===== config.mk =====
export PLATFORM = sky130hd
export DESIGN_NAME = parallel_to_serial
export DESIGN_NICKNAME = d
export VERILOG_FILES = /design/src/rtl/parallel_to_serial.sv
export SDC_FILE = /design/constraint.sdc
export NUM_CORES = 1
export LEC_CHECK = 0
export ABC_AREA = 1
export BUFFER_PORTS_ARGS = -buffer_cell sky130_fd_sc_hd__buf_2
export CAP_MARGIN = 20
export CORE_AREA = 2 2 39 41
export DETAILED_ROUTE_END_ITERATION = 16
export DIE_AREA = 0 0 41 43
export PLACE_DENSITY = 0.79
export SYNTH_ARGS = -nofsm -noshare
export SYNTH_HDL_FRONTEND = slang
export SYNTH_SLANG_ARGS = --single-unit

===== constraint.sdc =====
create_clock -name clk -period 1.4 [get_ports clk]
set_input_delay 0.07 -clock clk [delete_from_list [all_inputs] [get_ports clk]]
set_output_delay 0.07 -clock clk [all_outputs]
set_load 0.05 [all_outputs]

===== src/rtl/parallel_to_serial.sv =====
// Parallel-load, serial-out shifter for the SPI slave MISO return path.
// A word is captured on a load accepted while idle and is then driven out one
// bit per clock, MSB or LSB first. busy covers exactly DATA_WIDTH cycles.
module parallel_to_serial #(
    parameter int DATA_WIDTH = 8,
    parameter bit MSB_FIRST  = 1'b1
) (
    input  logic                  clk,
    input  logic                  rst_n,
    input  logic [DATA_WIDTH-1:0] parallel_in,
    input  logic                  load,
    output logic                  serial_out,
    output logic                  busy
);

    localparam int CNT_W = $clog2(DATA_WIDTH) + 1;
    localparam int SH_W  = DATA_WIDTH - 1;

    typedef enum logic {
        IDLE  = 1'b0,
        SHIFT = 1'b1
    } state_t;

    state_t            state_q, state_d;
    logic [CNT_W-1:0]  cnt_q, cnt_d;
    logic [SH_W-1:0]   shreg_q, shreg_d;
    logic              serial_out_q, serial_out_d;

    logic              first_bit;
    logic [SH_W-1:0]   rest_bits;
    logic              next_bit;
    logic [SH_W-1:0]   shreg_adv;

    // Bit-order selection: the first bit leaves immediately on acceptance,
    // the remaining DATA_WIDTH-1 bits wait in the shift register.
    always_comb begin
        if (MSB_FIRST) begin
            first_bit = parallel_in[DATA_WIDTH-1];
            rest_bits = parallel_in[DATA_WIDTH-2:0];
            next_bit  = shreg_q[SH_W-1];
            shreg_adv = shreg_q << 1;
        end else begin
            first_bit = parallel_in[0];
            rest_bits = parallel_in[DATA_WIDTH-1:1];
            next_bit  = shreg_q[0];
            shreg_adv = shreg_q >> 1;
        end
    end

    // Next-state logic: accept when idle, shift while cnt!=0, then one cycle
    // holding the last bit before returning to idle with the line at 0.
    always_comb begin
        state_d      = state_q;
        cnt_d        = cnt_q;
        shreg_d      = shreg_q;
        serial_out_d = 1'b0;
        unique case (state_q)
            IDLE: begin
                if (load) begin
                    serial_out_d = first_bit;
                    shreg_d      = rest_bits;
                    cnt_d        = CNT_W'(DATA_WIDTH - 1);
                    state_d      = SHIFT;
                end
            end
            SHIFT: begin
                if (cnt_q != '0) begin
                    serial_out_d = next_bit;
                    shreg_d      = shreg_adv;
                    cnt_d        = cnt_q - CNT_W'(1);
                end else begin
                    serial_out_d = 1'b0;
                    state_d      = IDLE;
                end
            end
            default: begin
                state_d = IDLE;
            end
        endcase
    end

    // State and output registers; synchronous reset overrides load.
    always_ff @(posedge clk) begin
        if (!rst_n) begin
            state_q      <= IDLE;
            cnt_q        <= '0;
            shreg_q      <= '0;
            serial_out_q <= 1'b0;
        end else begin
            state_q      <= state_d;
            cnt_q        <= cnt_d;
            shreg_q      <= shreg_d;
            serial_out_q <= serial_out_d;
        end
    end

    assign serial_out = serial_out_q;
    assign busy       = (state_q == SHIFT);

endmodule


Word-level counts from Yosys, hierarchy flattened. Cells that the tools add are included. W data, S select, Z words.

Register bits: 13. Input bits: 11. Output and inout port bits: 2. Logic and storage cells: 22.

Add/sub/neg operators: 1. Eq/ne operators: 2. Multiplexer cells: 12. Bitwise gates (word level): 1. Reductions and logical operators: 2.

Operator list (number): $mux W7 (2); $pmux W7 S2 (1); $mux W4 (2); $pmux W4 S2 (1); $mux W1 (4); $pmux W1 S2 (2); $reduce_bool A4 Y1 (1); $sub A4 B1 Y4 const B (1); $ne A2 B1 Y1 const B (1); $ne A2 B2 Y1 const B (1); $reduce_and A2 Y1 (1); $not A1 Y1 (1).

Longest topological paths before layout.
Depth after elaboration: 3. Depth in mapped cells: 8. Mapped depth without buffers: 8.

Worst setup path before layout. No wires, ideal clock.

Path type: reg-to-reg. From: register state_q, in the netlist busy. To: register shreg_q[1]. Library setup time: 0.116 ns. Data arrival time: 1.245 ns. Required time: 1.284 ns. Slack: 0.039 ns. Cell stages (with the launch flop): 7. Buffers on the path: 1. Period minus slack after synthesis: 1.361 ns. Path through: dfxtp_1 > buf_6 > inv_4 > nand2_4 > nand2_8 > o21ai_0 > nor2_1.

Longest elaborated chain between the ends: 3. Elaborated cells between the ends (all ways): 5. Those cells by class: 2 x eq/ne; 1 x mux; 1 x bitwise; 1 x reduce/logical.

RTL lines: from (decl) (RTL line 24) `state_t state_q, state_d;`; from (signal assigned) (RTL line 90) `state_q <= state_d;`; $not A1 Y1; $ne A2 B2 Y1 (no line); $reduce_and A2 Y1 (no line); to (signal assigned) (RTL line 92) `shreg_q <= shreg_d;`; to (decl) (RTL line 26) `logic [SH_W-1:0] shreg_q, shreg_d;`.

Parallel ways exist; a longest one is shown, timed or not. A chain may end at the register's enable or synchronous reset.

Worst setup path in the final report.
From: register cnt_q[0]. To: register shreg_q[3].

Longest elaborated chain between the ends: 3.

RTL lines: from (decl) (RTL line 25) `logic [CNT_W-1:0] cnt_q, cnt_d;`; from (signal assigned) (RTL line 91) `cnt_q <= cnt_d;`; $reduce_bool A4 Y1 (RTL line 67) `if (cnt_q != '0) begin`; $ne A2 B1 Y1 (no line); $reduce_and A2 Y1 (no line).

Every way passes these cells.

==> impl_metrics.csv <==
group,metric,value,unit
run_status,status,"complete, no violations",
yosys,netlist_area,627,µm²
floorplan,ios,13,
pwr,switchingPower,293,µW
worst_setup_path,critical_path.cell_chain,"inv_1 > ha_1 > nand2_1 > nand2_4 > nand2_8 > clkinv_8 > nor2_1 > nor2_1",
worst_setup_path,timing.critical_path.max_delay_family,"simple AND/OR/NAND/NOR gates",
worst_setup_path,reg2regPathDepth,8,
cts,insertion_delay,280,ps
hold_path,holdCritStartpoint,"parallel_in[7]",
placement,placed_cells,113,
worst_setup_path,critPathKind,"reg2reg",
worst_setup_path,crit_path_start_kind,"flip-flop",
worst_setup_path,cp.required,1580,ps
yosys,synth.avg_cell_area,7.37,µm²
yosys,synthTopCellsByArea,"dfxtp_1 42%, nand2_1 13%, nor2_1 10%",
worst_setup_path,arrival,1440,ps
detailed_routing,route.vias.total,581,
layout,most_used_cells_in_the_layout_excluding_fill_and_tap_cells,"22 x nand2_1, 17 x nor2_1, 13 x dfxtp_1",
pwr,irDropWorstVdd,0.000733,V
yosys,synth_top_area_share,41.5,%
yosys,synth.ff_latch_count,13,
detailed_routing,post_drt_wl_per_cell,10.6,µm
detailed_routing,drt-pass1-iter-count,5,
worst_setup_path,timing.critical_path.to_type,"flip-flop",
placement,hpwl,924,µm
pwr,static-leakage-power,0.000357,µW
yosys,yosysSeqAreaShare,41.5,%
sta,slew_viol_final,0,
floorplan,initial_utilization,45.3,%
grt,grt_pass1_wl,1.95,mm
layout,antennaDiodeCount,0,
pwr,combPwrFrac,24.6,%
worst_setup_path,cpMostUsedCell,"nor2_1",
sta,hold_viol_final,0,
sta,grt_setup_unrepaired,"false",
sta,clock_skew,0.525,ps
floorplan,die_area,0.00176,mm²
pwr,power_report.internal_total,601,µW
cts,postCtsHoldBufs,0,
worst_setup_path,setup.reg_to_reg.worst_slack,130,ps
hold_path,worst_hold_path.endpoint,"serial_out",
grt,grt_pass1_vias,467,
floorplan,die_height,43,µm
placement,buffer_ports.inserted,12,
sta,maximum_clock_frequency,790,MHz
cts,post_cts.resized_instances,0,
worst_setup_path,critical_path.reg2reg.startpoint,"cnt_q[0]",
cts,cts.htree.levels,1,
pwr,power.share.sequential,49.0,%
sta,totalNegativeSetupSlack,0,ps
floorplan,row_count,14,
yosys,synthesis.nets,97,
cts,cts_buffers,3,
cts,bufs_on_longest_clock_path,2,
detailed_routing,drc_markers,0,
layout,fill_cells,133,
layout,most_frequent_standard_cell_in_the_layout_excluding_fill_and_tap_cells,"nand2_1",
layout,drive_gt1_share,22.8,%
sta,fin_crit_sh,90.4,%
worst_setup_path,crit_path_max_incr_delay,330,ps
cts,clk_pin_slew,80,ps
worst_setup_path,crit_path_max_fanout,9,
grt,grt.overflow.total,0,
hold_path,hold_class,"in2reg",
pwr,power.switching_fraction,32.8,%
detailed_routing,routed_via_density,4.97,
layout,finish.cell_count_without_fillers,117,
yosys,synth_cell_types,16,
cts,clock_tree_root_driver_cell,"clkbuf_4",
job,drv_cap,0,
detailed_routing,count_of_routing_violations_after_the_opening_detailed_route_iteration,10,
pwr,power.clock.fraction,26.4,%
grt,grt_max_degree,10,
yosys,syn-instance-count,85,
hold_path,hold_path_depth,3,
grt,grt_overall_usage,16.9,%
sta,slew-limit-headroom,82.0,%
placement,gpl.final_weighted_congestion,0.750,
detailed_routing,wirelength,1.24,mm
yosys,yosysTopAreaCell,"dfxtp_1",
pwr,pwr_density_cell,1230,mW/mm²
worst_setup_path,regToRegEndpoint,"shreg_q[3]",
worst_setup_path,slowest_stage,"dfxtp_1",
layout,syn2layout_area_growth,16.4,%
cts,numClockSinks,13,
sta,slew_of_the_pin_with_the_lowest_slew_margin,269,ps
cts,postCtsSetupBuffers,0,
sta,setup_viol_count_final,0,
floorplan,die_width,41,µm
grt,grt_antenna_before_repair,0,
yosys,yosysWarningCount,0,
sta,min_period,1270,ps
layout,number_of_nets_in_the_layout,114,
worst_setup_path,number_of_buffers_and_inverters_on_the_critical_path,2,
floorplan,fp.coreArea,0.00138,mm²
cts,tritoncts,"built",
detailed_routing,ant_nets,0,
-- how the worst max path moves through the flow --
stage / cells past startpoint / slack (ps) / start / endpoint
after global placement: 8 / 200 / cnt_q[0] / shreg_q[3]
after CTS: 8 / 120 / cnt_q[0] / shreg_q[4]
after floorplan: 6 / 40 / busy / shreg_q[1]
after global routing: 8 / 7 / cnt_q[0] / shreg_q[6]
after detailed placement: 8 / 140 / cnt_q[0] / shreg_q[4]
final: 8 / 130 / cnt_q[0] / shreg_q[3]
-- registers in the layout, indices dropped and copies added (netlist names) --
signal	flops
cnt_q	4
busy	1
shreg_q	7
serial_out	1
-- per-layer routing --
metal,GRT usage (%),part of all wire (%),wire (µm)
met5,0,0,0
met4,6.00,0.97,12
met3,7.85,6.7,83
met2,25.6,52,639
met1,19.9,41,505
-- layout make-up --
class | count | area (µm²) | share of cell area (%)
Timing Repair Buffer | 13 | 67.6 | 9.26
Clock buffer | 4 | 26.3 | 3.60
Tap cell | 16 | 20.0 | 2.74
Sequential cell | 13 | 260 | 35.7
Inverter | 8 | 45.0 | 6.17
Multi-Input combinational cell | 63 | 310 | 42.5
-- Yosys cell counts --
cell type / instances
o21ai_0: 9
a21oi_2: 2
clkinv_8: 1
inv_1: 6
inv_4: 1
nor2_1: 17
a21oi_1: 3
a31oi_1: 1
nand2_8: 1
ha_1: 1
nand3_1: 4
nor3_1: 1
dfxtp_1: 13
buf_6: 1
nand2_1: 22
nand2_4: 2
-- cells by family (layout without fill, tap and decap cells) --
| family | Yosys count | count (layout) | share of synthesized area, % |
|---|---|---|---|
| AOI/OAI and AO/OA | 15 | 15 | 13.4 |
| adders and majority gates | 1 | 1 | 2.00 |
| buffers and inverters | 9 | 25 | 8.98 |
| and+or+nand+nor | 47 | 47 | 34.1 |
| DFF | 13 | 13 | 41.5 |
-- through the flow --
stage	hold slack, ps	setup slack [ps]	util, %	cell area (µm²)	power (µW)
2_1_floorplan	206	38.8	-	627	613
3_3_place_gp	326	196	50.8	703	659
3_5_place_dp	331	135	50.8	703	666
4_1_cts	29.2	124	52.7	729	902
5_1_grt	26.9	7.21	52.7	729	946
6_report	39.6	134	52.7	729	894
-- power by group through the flow --
| stage | Sequential [µW] | Clock, µW | Combinational, µW |
|---|---|---|---|
| finish | 438 | 236 | 220 |
| global route | 442 | 254 | 250 |
| CTS | 438 | 243 | 222 |
| detailed placement | 446 | 0 | 220 |
| global placement | 446 | 0 | 214 |
| floorplan | 452 | 0 | 161 |
-- tightest hold or removal path: stages --
cell     delay, ps
buf_2          100
nand2_1         50
a21oi_1         50
Power figures use the tool's default switching activity.
